===== config.mk =====
export PLATFORM = sky130hd
export DESIGN_NAME = seq_detector_param
export DESIGN_NICKNAME = d
export VERILOG_FILES = /design/src/rtl/seq_detector_param.sv
export SDC_FILE = /design/constraint.sdc
export NUM_CORES = 1
export LEC_CHECK = 0
export CAP_MARGIN = 0
export CORE_ASPECT_RATIO = 0.9
export CORE_MARGIN = 2
export CORE_UTILIZATION = 48
export DETAILED_ROUTE_END_ITERATION = 8
export HOLD_SLACK_MARGIN = 0.08
export PLACE_DENSITY = 0.75
export SLEW_MARGIN = 25
export SYNTH_ARGS = -nofsm -noshare
export SYNTH_HDL_FRONTEND = slang
export SYNTH_SLANG_ARGS = --single-unit

===== constraint.sdc =====
create_clock -name clk_i -period 2.35 [get_ports clk_i]
set_clock_uncertainty 0.2 [all_clocks]
set_input_delay 0.47 -clock clk_i [delete_from_list [all_inputs] [get_ports clk_i]]
set_output_delay 0.47 -clock clk_i [all_outputs]
set_load 0.1 [all_outputs]

===== src/rtl/seq_detector_param.sv =====
// Run-time programmable serial pattern detector with overlap control and a
// saturating match counter. Out is a registered Moore pulse.
module seq_detector_param #(
    parameter int MAX_LEN = 8,
    parameter int LEN_W   = 4,
    parameter int CNT_W   = 8
) (
    input  logic               clk_i,
    input  logic               rst_ni,
    input  logic               en_i,
    input  logic               in_i,
    input  logic               cfg_load_i,
    input  logic [MAX_LEN-1:0] pattern_i,
    input  logic [LEN_W-1:0]   pat_len_i,
    input  logic               overlap_i,
    input  logic               cnt_clr_i,
    output logic               out_o,
    output logic [CNT_W-1:0]   match_cnt_o
);

    localparam logic [LEN_W-1:0] MAX_LEN_L = LEN_W'(MAX_LEN);

    logic [MAX_LEN-1:0] pat_q, pat_d;
    logic [LEN_W-1:0]   len_q, len_d;
    logic               ovl_q, ovl_d;
    logic [MAX_LEN-1:0] hist_q, hist_d;
    logic [LEN_W-1:0]   fill_q, fill_d;
    logic               out_q, out_d;
    logic [CNT_W-1:0]   cnt_q, cnt_d;

    logic [MAX_LEN-1:0] hist_next;
    logic [LEN_W-1:0]   fill_next;
    logic [MAX_LEN-1:0] len_mask;
    logic               hit;

    assign hist_next = {hist_q[MAX_LEN-2:0], in_i};
    assign fill_next = (fill_q >= MAX_LEN_L) ? MAX_LEN_L : fill_q + LEN_W'(1);

    // Only the low len_q history bits take part in the compare.
    for (genvar gi = 0; gi < MAX_LEN; gi++) begin : g_mask
        assign len_mask[gi] = (len_q > LEN_W'(gi));
    end

    assign hit = (len_q != '0) && (fill_next >= len_q) &&
                 (((hist_next ^ pat_q) & len_mask) == '0);

    always_comb begin
        pat_d  = pat_q;
        len_d  = len_q;
        ovl_d  = ovl_q;
        hist_d = hist_q;
        fill_d = fill_q;
        out_d  = 1'b0;
        cnt_d  = cnt_q;

        if (cfg_load_i) begin
            pat_d  = pattern_i;
            len_d  = (pat_len_i > MAX_LEN_L) ? MAX_LEN_L : pat_len_i;
            ovl_d  = overlap_i;
            hist_d = '0;
            fill_d = '0;
        end else if (en_i) begin
            hist_d = hist_next;
            fill_d = fill_next;
            if (hit) begin
                out_d = 1'b1;
                // Non-overlapping mode forgets the bits just consumed.
                if (!ovl_q) begin
                    fill_d = '0;
                end
            end
        end

        if (cnt_clr_i) begin
            cnt_d = '0;
        end else if (out_d && (cnt_q != {CNT_W{1'b1}})) begin
            cnt_d = cnt_q + CNT_W'(1);
        end
    end

    always_ff @(posedge clk_i or negedge rst_ni) begin
        if (!rst_ni) begin
            pat_q  <= '0;
            len_q  <= '0;
            ovl_q  <= 1'b0;
            hist_q <= '0;
            fill_q <= '0;
            out_q  <= 1'b0;
            cnt_q  <= '0;
        end else begin
            pat_q  <= pat_d;
            len_q  <= len_d;
            ovl_q  <= ovl_d;
            hist_q <= hist_d;
            fill_q <= fill_d;
            out_q  <= out_d;
            cnt_q  <= cnt_d;
        end
    end

    assign out_o       = out_q;
    assign match_cnt_o = cnt_q;

endmodule


### Yosys cells after proc, flatten, opt, wreduce, memory -nomap -nowiden

Cells that the tools add are included.

| storage, ports and cells | value |
|---|---|
| bits in writable memories | 0 |
| input port bits | 19 |
| latch bits | 0 |
| output and inout port bits | 9 |
| logic and storage cells | 43 |
| bits in read-only memories | 0 |
| bits in registers | 33 |
| memories | 0 |

| cells by class | value |
|---|---|
| add/sub/neg operators | 2 |
| div/mod/pow operators | 0 |
| shifts and indexed selects | 0 |
| eq/ne operators | 1 |
| multiply operators | 0 |
| bitwise gates (word level) | 2 |
| $lt $le $gt $ge | 11 |
| reductions and logical operators | 7 |
| multiplexer cells | 13 |

Operator list:

| cell | number |
|---|---|
| two-way mux 4 bit | 6 |
| > comparator 4 x 3 -> 1 bit (second input constant) | 4 |
| two-way mux 8 bit | 2 |
| two-way mux 7 bit | 2 |
| adder 8 x 1 -> 8 bit (second input constant) | 1 |
| AND 8 bit | 1 |
| > comparator 4 x 1 -> 1 bit (second input constant) | 2 |
| > comparator 4 x 2 -> 1 bit (second input constant) | 2 |
| zero test 8 bit | 1 |
| inequality test 8 bit (second input constant) | 1 |
| XOR 8 bit | 1 |
| adder 4 x 1 -> 4 bit (second input constant) | 1 |
| greater-or-equal comparator 4 bit | 1 |
| greater-or-equal comparator 4 bit (second input constant) | 1 |
| > comparator 4 bit (second input constant) | 1 |
| nonzero test 2 bit | 2 |
| nonzero test 4 bit | 1 |
| logical AND 1 bit | 3 |
| two-way mux 1 bit | 3 |

### Logic depth before layout (Yosys ltp)

Gate-level depths: netlist (run 1).

| logic depth | value |
|---|---|
| word-level depth | 11 |
| mapped depth | 9 |
| mapped depth without buffers | 9 |

### Worst setup path before layout (run 1)

Ideal clock, no wire load.

| path | value |
|---|---|
| path type | register to register |
| start | reg fill_q[0] |
| end | reg cnt_q[4] (netlist: match_cnt_o[4]) |
| clock period less this slack | 2.465 ns |
| buffers on the path | 0 |
| arrival time | 2.137 ns |
| path slack | -0.115 ns |
| required time | 2.022 ns |
| cell stages (with the launch flop) | 10 |
| library setup time | 0.128 ns |
| cells stage by stage | dfrtp_1 -> ha_1 -> xnor2_1 -> nor2_1 -> ha_1 -> o21a_1 -> o22a_1 -> nand3_2 -> nor4_1 -> mux2_1 |

| on the way | value |
|---|---|
| word-level cells in the longest chain between the ends | 10 |
| elaborated cells between the ends (all ways) | 11 |
| classes of those cells | add/sub: 1; order compare: 2; mux: 4; reduce/logical: 4 |

RTL lines:

| item | line | text |
|---|---|---|
| start, declared | 27 | `logic [LEN_W-1:0] fill_q, fill_d;` |
| start signal, assigned | 95 | `fill_q <= fill_d;` |
| adder 4 x 1 -> 4 bit / greater-or-equal comparator 4 bit (equally long branches) | 37 | `assign fill_next = (fill_q >= MAX_LEN_L) ? MAX_LEN_L : fill_q + LEN_W'(1);` |
| two-way mux 4 bit (*) | 37 |  |
| greater-or-equal comparator 4 bit (*) | 44 | `assign hit = (len_q != '0) && (fill_next >= len_q) &&` |
| logical AND 1 bit (*) (2 in a row) | 44 |  |
| two-way mux 1 bit (*) | 65 | `if (hit) begin` |
| two-way mux 1 bit (*) | 62 | `end else if (en_i) begin` |
| two-way mux 1 bit (*) | 56 | `if (cfg_load_i) begin` |
| logical AND 1 bit (*) | 76 | `end else if (out_d && (cnt_q != {CNT_W{1'b1}})) begin` |
| nonzero test 2 bit (no line) (*) | -- |  |
| end signal, assigned | 97 | `cnt_q <= cnt_d;` |
| end, declared | 29 | `logic [CNT_W-1:0] cnt_q, cnt_d;` |

Mark *: on every way between the ends. The rest lies on a longest branch, timed or not.
A chain may end at the register's enable or synchronous reset.

### Worst setup path in the final report (run 1)

| path | value |
|---|---|
| start | reg fill_q[0] |
| end | reg fill_q[1] |

| on the way | value |
|---|---|
| word-level cells in the longest chain between the ends | 8 |
| elaborated cells between the ends (all ways) | 10 |
| classes of those cells | add/sub: 1; order compare: 2; mux: 5; reduce/logical: 2 |

RTL lines:

| item | line |
|---|---|
| adder 4 x 1 -> 4 bit / greater-or-equal comparator 4 bit (equally long branches) | 37 |
| two-way mux 4 bit (*) | 37 |
| greater-or-equal comparator 4 bit | 44 |
| logical AND 1 bit (2 in a row) | 44 |
| two-way mux 4 bit (*) | 65 |
| two-way mux 4 bit (*) | 62 |
| two-way mux 4 bit (*) | 56 |

Mark *: on every way between the ends. The rest lies on a longest branch, timed or not. The select of a mux whose other input is x is not followed.

==> results of run 1 <==
## routing by layer
layer	vias up	GRT usage, %	routed length, um
li1	708	-	-
met1	726	28.1	1740
met2	21	33.2	2060
met3	6	4.53	127
met4	0	8.82	68
met5	-	0	0
## registers in the layout (all words and copies together), names as in the netlist
signal / flops
len_q: 4
fill_q: 4
out_o: 1
match_cnt_o: 8
pat_q: 8
hist_q: 7
ovl_q: 1
## critical path: cells and delay by family (launching register included)
family | cells | cell delay (ns)
compound gates | 3 | 0.56
xor+xnor | 1 | 0.15
fa+ha+maj | 2 | 0.50
flops | 1 | 0.42
simple gates | 3 | 0.62
## through the flow
stage | utilization [%] | setup slack, ns | std cells | power (mW) | area, um^2
floorplan | - | -0.0445 | 167 | 0.763 | 1830
global placement | 60.3 | -0.315 | 249 | 0.844 | 2220
detailed placement | 60.3 | -0.373 | 249 | 0.857 | 2220
CTS | 64.6 | -0.154 | 260 | 1.30 | 2370
global route | 65.7 | -0.292 | 263 | 1.36 | 2420
finish | 65.7 | -0.206 | 263 | 1.30 | 2420
## where the power goes
group / internal, mW / switching [mW] / leakage, nW
logic: 0.132 / 0.120 / 0.590
registers: 0.595 / 0.0277 / 0.425
clock network: 0.232 / 0.197 / 0.0443
## final cells by class
class                   count  area (um^2)  area share, %
multi-input cells         121         1010           41.6
well taps                  46         57.6           2.38
repair buffers             48          405           16.8
clock buffers               7         86.3           3.57
inverters                   8         30.0           1.24
flip-flops and latches     33          832           34.4
## layout by cell type (no fill, tap or decap), drive strengths merged, types with 2 or more instances in the layout
cell	n
ha	7
clkbuf	7
and4	2
a21oi	7
xnor2	8
mux2	13
o31ai	2
nand2b	2
nand2	7
dfrtp	33
buf	30
or4	4
nor2b	7
o21ai	7
mux2i	8
or3	3
nor4	4
nand3	4
clkdlybuf4s50	18
a32o	3
nor2	16
nor3	2
o22ai	2
inv	8
nand4	3
## what timing repair did
item | CTS | global route
setup buffers | 3 | 3
gates cloned | 1 | 0
setup endpoints to repair | 12 | 12
pin swaps | 11 | 5
resized for setup | 9 | 5
## final timing paths
check / cells after the start / slack, ns / end / start
setup / recovery: 9 / -0.21 / fill_q[1] / fill_q[0]
hold / removal: 1 / 0.33 / pat_q[3] / pat_q[3]
setup reg to reg: 9 / -0.21 / fill_q[1] / fill_q[0]
hold reg to reg: 1 / 0.33 / pat_q[3] / pat_q[3]
max in group asynchronous: 2 / 1.25 / match_cnt_o[5] / rst_ni
min in group asynchronous: 2 / 0.38 / match_cnt_o[4] / rst_ni
## kinds of logic after synthesis
| kind of cell | Yosys count | synth area share (%) |
|---|---|---|
| buffers and inverters | 14 | 3.39 |
| adder cells (fa/ha/maj) | 7 | 4.84 |
| AND/OR/NAND/NOR | 55 | 18.5 |
| XOR/XNOR | 9 | 4.77 |
| multiplexers | 21 | 12.5 |
| AO/OA/AOI/OAI | 28 | 10.4 |
| flip-flops | 33 | 45.6 |
## cells in the mapped netlist (5+ instances only)
cell,number,share of area [%]
nor2b_1,7,2.4
dfrtp_1,33,46
inv_1,8,1.7
xnor2_1,7,3.4
o21ai_0,5,1.4
mux2i_1,8,4.4
mux2_2,9,5.6
nand2_1,7,1.5
nor2_1,16,3.3
ha_1,7,4.8
a21oi_1,7,1.9
==> flow_summary.json, run 1 <==
{
  "postSynthAreaPerCell_um2": 10.8,
  "slew_headroom_pct": 69.1,
  "async_flop_share_pct": 100,
  "crit_top_cell": "ha_2",
  "postCtsHoldBufs": 0,
  "grt_pass1_wl_mm": 6.70,
  "setup_viol": 12,
  "layout_setup_ws_ns": -0.206,
  "slew_viol_final": 0,
  "layout-drive-gt1-share_pct": 33.6,
  "fin_setup_tns_ns": -1.81,
  "fillerInstances": 294,
  "ys_ff_latch": 33,
  "numClockSinks": 33,
  "max-clock-path-buffers": 2,
  "area_growth_pct": 33.6,
  "start_util_pct": 49.2,
  "die_x_um": 68.7,
  "postRouteAntennaNets": 0,
  "post-dp-hpwl_mm": 2.81,
  "rsz0062_at_grt": "yes",
  "grt_max_degree": 34,
  "max-cap-violations": 0,
  "portBuffers": 27,
  "p_per_area_nw_per_um2": 539,
  "clkLatencyLatePin_ns": 0.29,
  "synth_edf_count": 0,
  "root_buffer": "clkbuf_8",
  "die_h_um": 62.3,
  "fin_crit_sh_pct": 109,
  "post-route-min-period_ns": 2.56,
  "clk_pin_slew_ns": 0.06,
  "crit_path_max_incr_delay_ns": 0.42,
  "leakage_nw": 1.06,
  "wire_per_inst_um": 15.2,
  "min_path_type": "reg -> reg",
  "num_io_pins": 28,
  "num_vias": 1461,
  "final_nets": 243,
  "failed_checks": "negative setup slack",
  "synth_nets": 193,
  "critPathRequiredTime_ns": 2.32,
  "drtIter0Drc": 88,
  "grtUsageTotal_pct": 21.2,
  "cts_tree": "done",
  "ys_seq_area_share_pct": 45.6,
  "outcome": "complete, but fails checks",
  "mappedNetlistArea_um2": 1810,
  "antenna_found_initial": 0,
  "worstPathArrival_ns": 2.53,
  "hold_viol_final": 0,
  "synth_cells": 167,
  "cp_slowest_cell": "dfrtp_1",
  "viasPerCell": 5.56,
  "path_class": "reg -> reg",
  "first_pass_iters": 5,
  "gp_congestion": 0.850,
  "h-tree-depth": 2,
  "first_global_vias": 1448,
  "ys_warn_count": 0,
  "critical_path.endpoint_type": "flip-flop",
  "critPathLaunchType": "flip-flop",
  "worst_slew_pin_slew_ns": 0.462,
  "ys.flop_type": "dfrtp_1",
  "holdWs_ns": 0.331,
  "fmax_mhz": 391,
  "core.rowCount": 21,
  "peakVddDrop_mv": 0.441,
  "coreArea_um2": 3680,
  "cts_buffers": 5,
  "drc_errors": 0,
  "overflow": 0,
  "yosysUniqueCellTypes": 44,
  "n_antenna_cell": 0,
  "crit_chain": "ha_2 > xnor2_2 > nor2_2 > ha_2 > o21a_1 > o22a_1 > nand3_4 > or3_4 > a32o_1",
  "die_area_um2": 4280,
  "drt-total-wl_mm": 3.99,
  "worstPathMaxFanout": 8
}
Note: power is estimated with default switching activity, not from simulation.
==> run 2: changes to the inputs <==
- CORE_MARGIN: 2 -> 1
- SLEW_MARGIN: 25 -> unset
==> flow_summary.json, run 2 (synthesized netlist as in run 1, its figures left out) <==
{
  "failed_checks": "negative setup slack",
  "p_seq_share_pct": 48.0,
  "cts_buffers": 5,
  "met3_usage_pct": 7.44,
  "drt-total-wl_mm": 4.01,
  "wire_per_inst_um": 15.6,
  "h-tree-depth": 2,
  "overflow": 0,
  "drtIter0Drc": 49,
  "start_util_pct": 52.1,
  "cp_slowest_cell": "a2111o_1",
  "crit_chain": "inv_1 > ha_1 > nor2b_2 > ha_1 > a2111o_1 > nand3_4 > nor4_4 > mux2_1",
  "final_common_cell": "dfrtp_1",
  "num_io_pins": 28,
  "crit_path_max_incr_delay_ns": 0.47,
  "crit_top_cell": "ha_1",
  "cp-startpoint": "fill_q[1]",
  "critical_path.endpoint_type": "flip-flop",
  "fillerInstances": 254,
  "final_nets": 238,
  "worstPathArrival_ns": 2.53,
  "busiest_layer": "met2",
  "numClockSinks": 33,
  "hold_viol_final": 0,
  "first_pass_iters": 4,
  "holdWs_ns": 0.328,
  "viasPerCell": 5.56,
  "post-dp-hpwl_mm": 2.92,
  "drc_errors": 0,
  "antenna_found_initial": 0,
  "path_class": "reg -> reg",
  "fin_setup_tns_ns": -1.87,
  "met1_usage_pct": 28.5,
  "outcome": "complete, but fails checks",
  "rsz0062_at_grt": "yes",
  "area_growth_pct": 31.1,
  "max-clock-path-buffers": 2,
  "p_int_mw": 0.954,
  "setup_viol": 12,
  "clkLatencyLatePin_ns": 0.29,
  "hp-start": "pat_q[4]",
  "p_clk_share_pct": 33.6,
  "crit-reg2reg-launch": "fill_q[1]",
  "final_cell_mix": "dfrtp_1, buf_4, clkdlybuf4s50_1, nor2_1, mux2_2",
  "critPathLaunchType": "flip-flop",
  "critPathRequiredTime_ns": 2.32,
  "postRouteAntennaNets": 0,
  "layout-drive-gt1-share_pct": 30.0,
  "worst_slew_pin_slew_ns": 0.427,
  "max-cap-violations": 0,
  "fin_crit_sh_pct": 109,
  "num_vias": 1428,
  "die_x_um": 66.7,
  "root_buffer": "clkbuf_8",
  "grt_pass1_wl_mm": 6.51,
  "core.rowCount": 20,
  "crit_family": "adder cells",
  "postCtsHoldBufs": 0,
  "layout_setup_ws_ns": -0.204,
  "multiInputGateArea_um2": 991,
  "p_sw_mw": 0.344,
  "grt_max_degree": 34,
  "coreArea_um2": 3480,
  "met2_usage_pct": 37.1,
  "post-route-min-period_ns": 2.55,
  "portBuffers": 27,
  "first_global_vias": 1404,
  "min_path_type": "reg -> reg",
  "gp_congestion": 0.831,
  "die_area_um2": 4020,
  "n_antenna_cell": 0,
  "fmax_mhz": 392,
  "clk_pin_slew_ns": 0.07,
  "leakage_nw": 1.06,
  "p_per_area_nw_per_um2": 547,
  "slew_viol_final": 0,
  "seq_area_um2": 832,
  "cts_tree": "done",
  "worstPathMaxFanout": 8,
  "slew_headroom_pct": 71.4,
  "peakVddDrop_mv": 0.375,
  "swShare_pct": 26.5,
  "grtUsageTotal_pct": 23.0,
  "die_h_um": 60.3,
  "combPwrFrac_pct": 18.4,
  "path_buf_inv": 1,
  "power_mw": 1.30
}
[run 2: layout make-up]
| type | instances | share of cell area (%) |
|---|---|---|
| Multi-Input combinational cell | 120 | 41.8 |
| Sequential cell | 33 | 35.1 |
| Timing Repair Buffer | 44 | 15.8 |
| Clock buffer | 8 | 3.80 |
| Tap cell | 44 | 2.32 |
| Inverter | 8 | 1.27 |
[run 2: worst paths after layout]
path / slack, ns / depth (start not counted) / end
setup / recovery: -0.20 / 8 / match_cnt_o[4]
hold / removal: 0.33 / 1 / pat_q[4]
setup reg to reg: -0.20 / 8 / match_cnt_o[4]
hold reg to reg: 0.33 / 1 / pat_q[4]
max in group asynchronous: 1.25 / 2 / match_cnt_o[0]
min in group asynchronous: 0.39 / 2 / match_cnt_o[5]
[run 2: power by group through the flow]
stage / logic [mW] / registers (mW) / clock network (mW)
after floorplan: 0.135 / 0.628 / 0
final: 0.238 / 0.623 / 0.436
after global routing: 0.258 / 0.625 / 0.471
after global placement: 0.214 / 0.630 / 0
after CTS: 0.235 / 0.622 / 0.449
after detailed placement: 0.225 / 0.632 / 0
[run 2: what timing repair did]
action	in CTS	in global routing
setup endpoints to repair	12	12
setup buffers	3	0
hold endpoints to repair	0	0
gates resized for setup	4	5
pin swaps	9	5
[run 2: metrics by stage]
step / util, % / worst slack, ns / area [um^2] / std cells
after global routing: 68.2 / -0.282 / 2370 / 257
after floorplan: - / -0.0445 / 1830 / 167
after global placement: 63.5 / -0.305 / 2210 / 246
after CTS: 67.2 / -0.184 / 2340 / 257
final: 68.2 / -0.204 / 2370 / 257
after detailed placement: 63.5 / -0.359 / 2210 / 246
[run 2: routing by layer]
layer,part of all wire [%],routed length (um),vias to the layer above
met3,3.9,157,6
met1,44,1760,701
met5,0,0,-
li1,-,-,696
met4,1.5,61,0
met2,51,2030,25
==> patch 1: new RTL, settings of run 2 <==
Change the parameter `LEN_W` from 4 to 8.
--- a/src/rtl/seq_detector_param.sv
+++ b/src/rtl/seq_detector_param.sv
@@ -3,5 +3,5 @@
 module seq_detector_param #(
     parameter int MAX_LEN = 8,
-    parameter int LEN_W   = 4,
+    parameter int LEN_W   = 8,
     parameter int CNT_W   = 8
 ) (
Interface: changed (resized pat_len_i); port bits go from 28 to 32. The function was not compared with the original's and may differ.
==> patch 1 against run 2 <==
  * Global-route usage down 0.93 points
  * Power up 19%
  * Fmax down 15%
  * Via count up 24%
  * Worst setup slack worse by 0.45 ns
  * Synthesized cell count up 22%
  * Sequential cell count up 8
  * Cell count up 30%
  * Largest power group unchanged
  * The run still ends with setup timing left
  * Critical endpoint is now match_cnt_o[3]$_DFFE_PN0P_
  * Routed wire length up 15%
  * Synthesized area up 20%
  * Clock power up 34%
  * Cell area up 26%
==> patch 1: results (changes against run 2) <==
largest cells by area after synthesis=dfrtp_1 47%, ha_1 6.3%, mux2_2 4.7%; layout cells sized above 1=0.310 (+0.00975); HP Class=flop to flop; routability cong.=0.864 (+3.9%); status=finished with violations; crit path max fanout=7 (-1); post-synthesis sequential area ratio=0.471 (+0.0149); max_slew headroom=0.657 (-0.0570); CP delay by family, top=simple AND/OR/NAND/NOR gates; peak supply drop=0.478 mV (+28%); Fill cells=315 (+24%); largest net degree at the start of global routing=42 (+24%); Routed WL=4620 um (+15%); number of DRC markers in iteration 0=99 (+100%); vias in the first global route=1666 (+19%); setup ws final=-0.657 ns (-0.453 ns); ant diodes=0 (unchanged); first-pass GRT wire length=7760 um (+19%); r2r endpoint=match_cnt_o[3]$_DFFE_PN0P_; NumNets Final=307 (+29%); IO Port Bufs=31 (+15%); RR Startpoint=fill_q[5]$_DFFE_PN0P_; final setup vio count=13 (+1); failing checks=setup timing; max incr delay on CP=0.59 ns (+0.12 ns); Distinct cells, synth=45 (+2.3%); hold path endpoint=fill_q[6]$_DFFE_PN0P_; vias=1773 (+24%); DRC errors left=0 (unchanged); dpl cell area=2750 um2 (+24%); hold_sp=fill_q[6]$_DFFE_PN0P_; slowest cell on the critical path=or4_4; Inst Count DP=321 (+30%); synth cell count leaders=41 x dfrtp_1, 19 x nor2_1, 14 x inv_1; Synth Instances=204 (+22%); reg2reg path depth=11 (+3); Static Leak=0.00135 uW (+28%); Routed Antenna Nets=0 (unchanged); wire per inst=13.8 um (-11%); GRT Overall Usage=0.221 (-0.00929)
-- patch 1: area by class of cell --
class / count / share of cell area
multi-input combinational: 144 / 0.387
sequential: 41 / 0.346
timing repair buffer: 66 / 0.183
clock buffer: 7 / 0.0290
tap: 60 / 0.0252
inverter: 15 / 0.0189
clock inverter: 1 / 0.0101
-- patch 1: kinds of logic (layout without fill, tap and decap cells) --
logic type                 after synthesis  in the layout  share of synthesized area
and+or+nand+nor                         65             65                      0.172
DFF                                     41             41                      0.471
AOI/OAI and AO/OA                       39             39                      0.134
buffers and inverters                   22             89                     0.0431
muxes                                   16             16                     0.0787
adders and majority gates               11             11                     0.0632
xor gates and xnor gates                 9              9                     0.0362
other                                    1              4                    0.00172
-- patch 1: worst max path at each step --
stage	from	end	slack (ns)	cells after the start
2_1_floorplan	fill_q[5]$_DFFE_PN0P_	match_cnt_o[2]$_DFFE_PN0P_	-0.42	11
3_3_place_gp	fill_q[3]$_DFFE_PN0P_	match_cnt_o[3]$_DFFE_PN0P_	-0.57	10
4_1_cts	fill_q[5]$_DFFE_PN0P_	match_cnt_o[5]$_DFFE_PN0P_	-0.58	11
6_report	fill_q[5]$_DFFE_PN0P_	match_cnt_o[3]$_DFFE_PN0P_	-0.66	11
3_5_place_dp	fill_q[5]$_DFFE_PN0P_	match_cnt_o[5]$_DFFE_PN0P_	-0.63	10
5_1_grt	fill_q[5]$_DFFE_PN0P_	match_cnt_o[3]$_DFFE_PN0P_	-0.79	11
-- patch 1: where the power goes --
group	switching (uW)	leakage (uW)	internal (uW)	total (uW)
registers	17.3	0.000536	727	744
clock network	239	0.0000585	346	585
logic	102	0.000758	113	215
-- patch 1: worst reg2reg max path, cell delays in order (launching register included) --
cell and delay [ns]:
dfrtp_1 0.38, or4_4 0.59, nor3_4 0.15, inv_1 0.06, ha_1 0.26, and3_1 0.14, o21ai_1 0.06, a31oi_1 0.21
nor2_1 0.06, buf_4 0.16, or4_4 0.52, a21oi_2 0.15
-- patch 1: layer usage --
layer / GRT usage / part of all wire
met1: 0.294 / 0.47
met4: 0.0858 / 0.015
met2: 0.350 / 0.49
met5: 0 / 0
met3: 0.0503 / 0.023
-- patch 1: metrics by stage --
stage               setup WS [ns]  utilization  hold WS, ns  power, uW  TNS [ns]
global placement           -0.573        0.653        0.271        953     -6.55
detailed placement         -0.631        0.653        0.273        957     -7.24
floorplan                  -0.424            -      -0.0256        860     -3.89
finish                     -0.657        0.707        0.298       1540     -7.26
CTS                        -0.581        0.698        0.295       1550     -6.64
global route               -0.794        0.707        0.305       1620     -9.07
-- patch 1: repair_timing --
action / 4_1_cts / 5_1_grt
hold buffers: 1 / 0
setup endpoints to repair: 13 / 13
gates resized for setup: 9 / 7
pin swaps: 2 / 11
buffers inserted: 2 / 2
hold endpoints to repair: 41 / 0
==> patch 2: new RTL, settings of run 2 <==
Made on the original files. Reset style: synchronous (`rst_ni`), changed in one clocked block.
--- a/src/rtl/seq_detector_param.sv
+++ b/src/rtl/seq_detector_param.sv
@@ -79,5 +79,5 @@
     end
 
-    always_ff @(posedge clk_i or negedge rst_ni) begin
+    always_ff @(posedge clk_i) begin
         if (!rst_ni) begin
             pat_q  <= '0;
Check against the original RTL: differs if rst_ni is asserted again (counterexample within 4 cycles, from zero or initial values and one cycle with rst_ni low); with rst_ni held inactive, the same outputs for 10 cycles.
==> patch 2 against run 2 <==
  * The run still ends with setup timing left
  * Synthesized area shrank 7.8%
  * Worst setup slack gained 0.035 ns
  * Routed wire length increased by 6.6%
  * Cell area hardly changed
  * Sequential power down 5.8%
  * Power is 1.6% lower
  * Synthesized cell count grew 10%
  * Combinational power shrank 8.4%
  * First-iteration DRC count rose by 120%
  * Count of clock-buffer cells in the layout down 1
  * Clock power rose by 8.5%
  * Sequential cell count did not move
  * Highest routed layer unchanged
==> patch 2: results (changes against run 2) <==
routability cong.=0.864 (+4.0%); status=finished with violations; #MultiIn Comb=135 (+13%); Non-clock buffering overhead=0.185 (+0.0268); vias per cell=5.53 (-0.53%); post-synth net total=209 (+8.3%); Distinct cells, synth=36 (-18%); failing checks=setup timing; Tap Count=42 (-4.5%); area of the multi-input gates=1090 um2 (+9.6%); CP delay by family, top=simple AND/OR/NAND/NOR gates; final setup vio count=9 (-3); max_slew headroom=0.778 (+0.0639); mux share of post-synthesis cell area=0.102 (-0.0231); wire per inst=15.4 um (-1.1%); reg2reg path depth=9 (+1); Static Leak=0.000948 uW (-11%); peak supply drop=0.463 mV (+24%); setup ws final=-0.169 ns (+0.0348 ns); post-synthesis sequential area ratio=0.396 (-0.0603); Synth Area in XOR/XNOR=0.0472 (-0.000458); hold path endpoint=hist_q[6]$_SDFFE_PP0P_; Synth Instances=184 (+10%); TNS Setup=-1.18 ns (+0.683 ns); NumNets Final=259 (+8.8%); largest net degree at the start of global routing=17 (-50%); r2r endpoint=match_cnt_o[2]$_SDFFE_PP0P_; vias=1531 (+7.2%); slowest cell on the critical path=or4_4; Fill cells=238 (-6.3%); first-pass GRT wire length=6330 um (-2.6%); max incr delay on CP=0.41 ns (-0.06 ns); dpl cell area=2110 um2 (-4.5%); RR Startpoint=fill_q[0]$_SDFFE_PP0P_
## patch 2: changes by cell type after synthesis, sizes merged, moves of 4 or more
cell	before	now
dfrtp	33	0
xor2	1	5
nor2b	7	16
xnor2	8	4
dfxtp	0	33
mux2	13	0
mux2i	8	17
o31ai	2	7
## patch 2: cells by family (layout without fill, tap and decap cells)
| family | Yosys count | after routing |
|---|---|---|
| AOI/OAI and AO/OA | 40 | 40 |
| xor gates and xnor gates | 9 | 9 |
| adders and majority gates | 6 | 6 |
| buffers and inverters | 17 | 67 |
| DFF | 33 | 33 |
| muxes | 17 | 17 |
| and+or+nand+nor | 62 | 63 |
## patch 2: per-layer routing
metal	GRT usage	vias up	wire, um
met4	0.187	0	187
met3	0.0591	16	247
met2	0.401	57	2060
met5	0	-	0
li1	-	765	-
met1	0.251	693	1780
## patch 2: timing repair
action                                  4_1_cts  5_1_grt
gates cloned                                  0        1
hold endpoints to repair                      0        0
endpoints found under the setup margin       12       12
pin swaps                                     6        7
setup buffers                                 5        1
resized for setup                            15        5
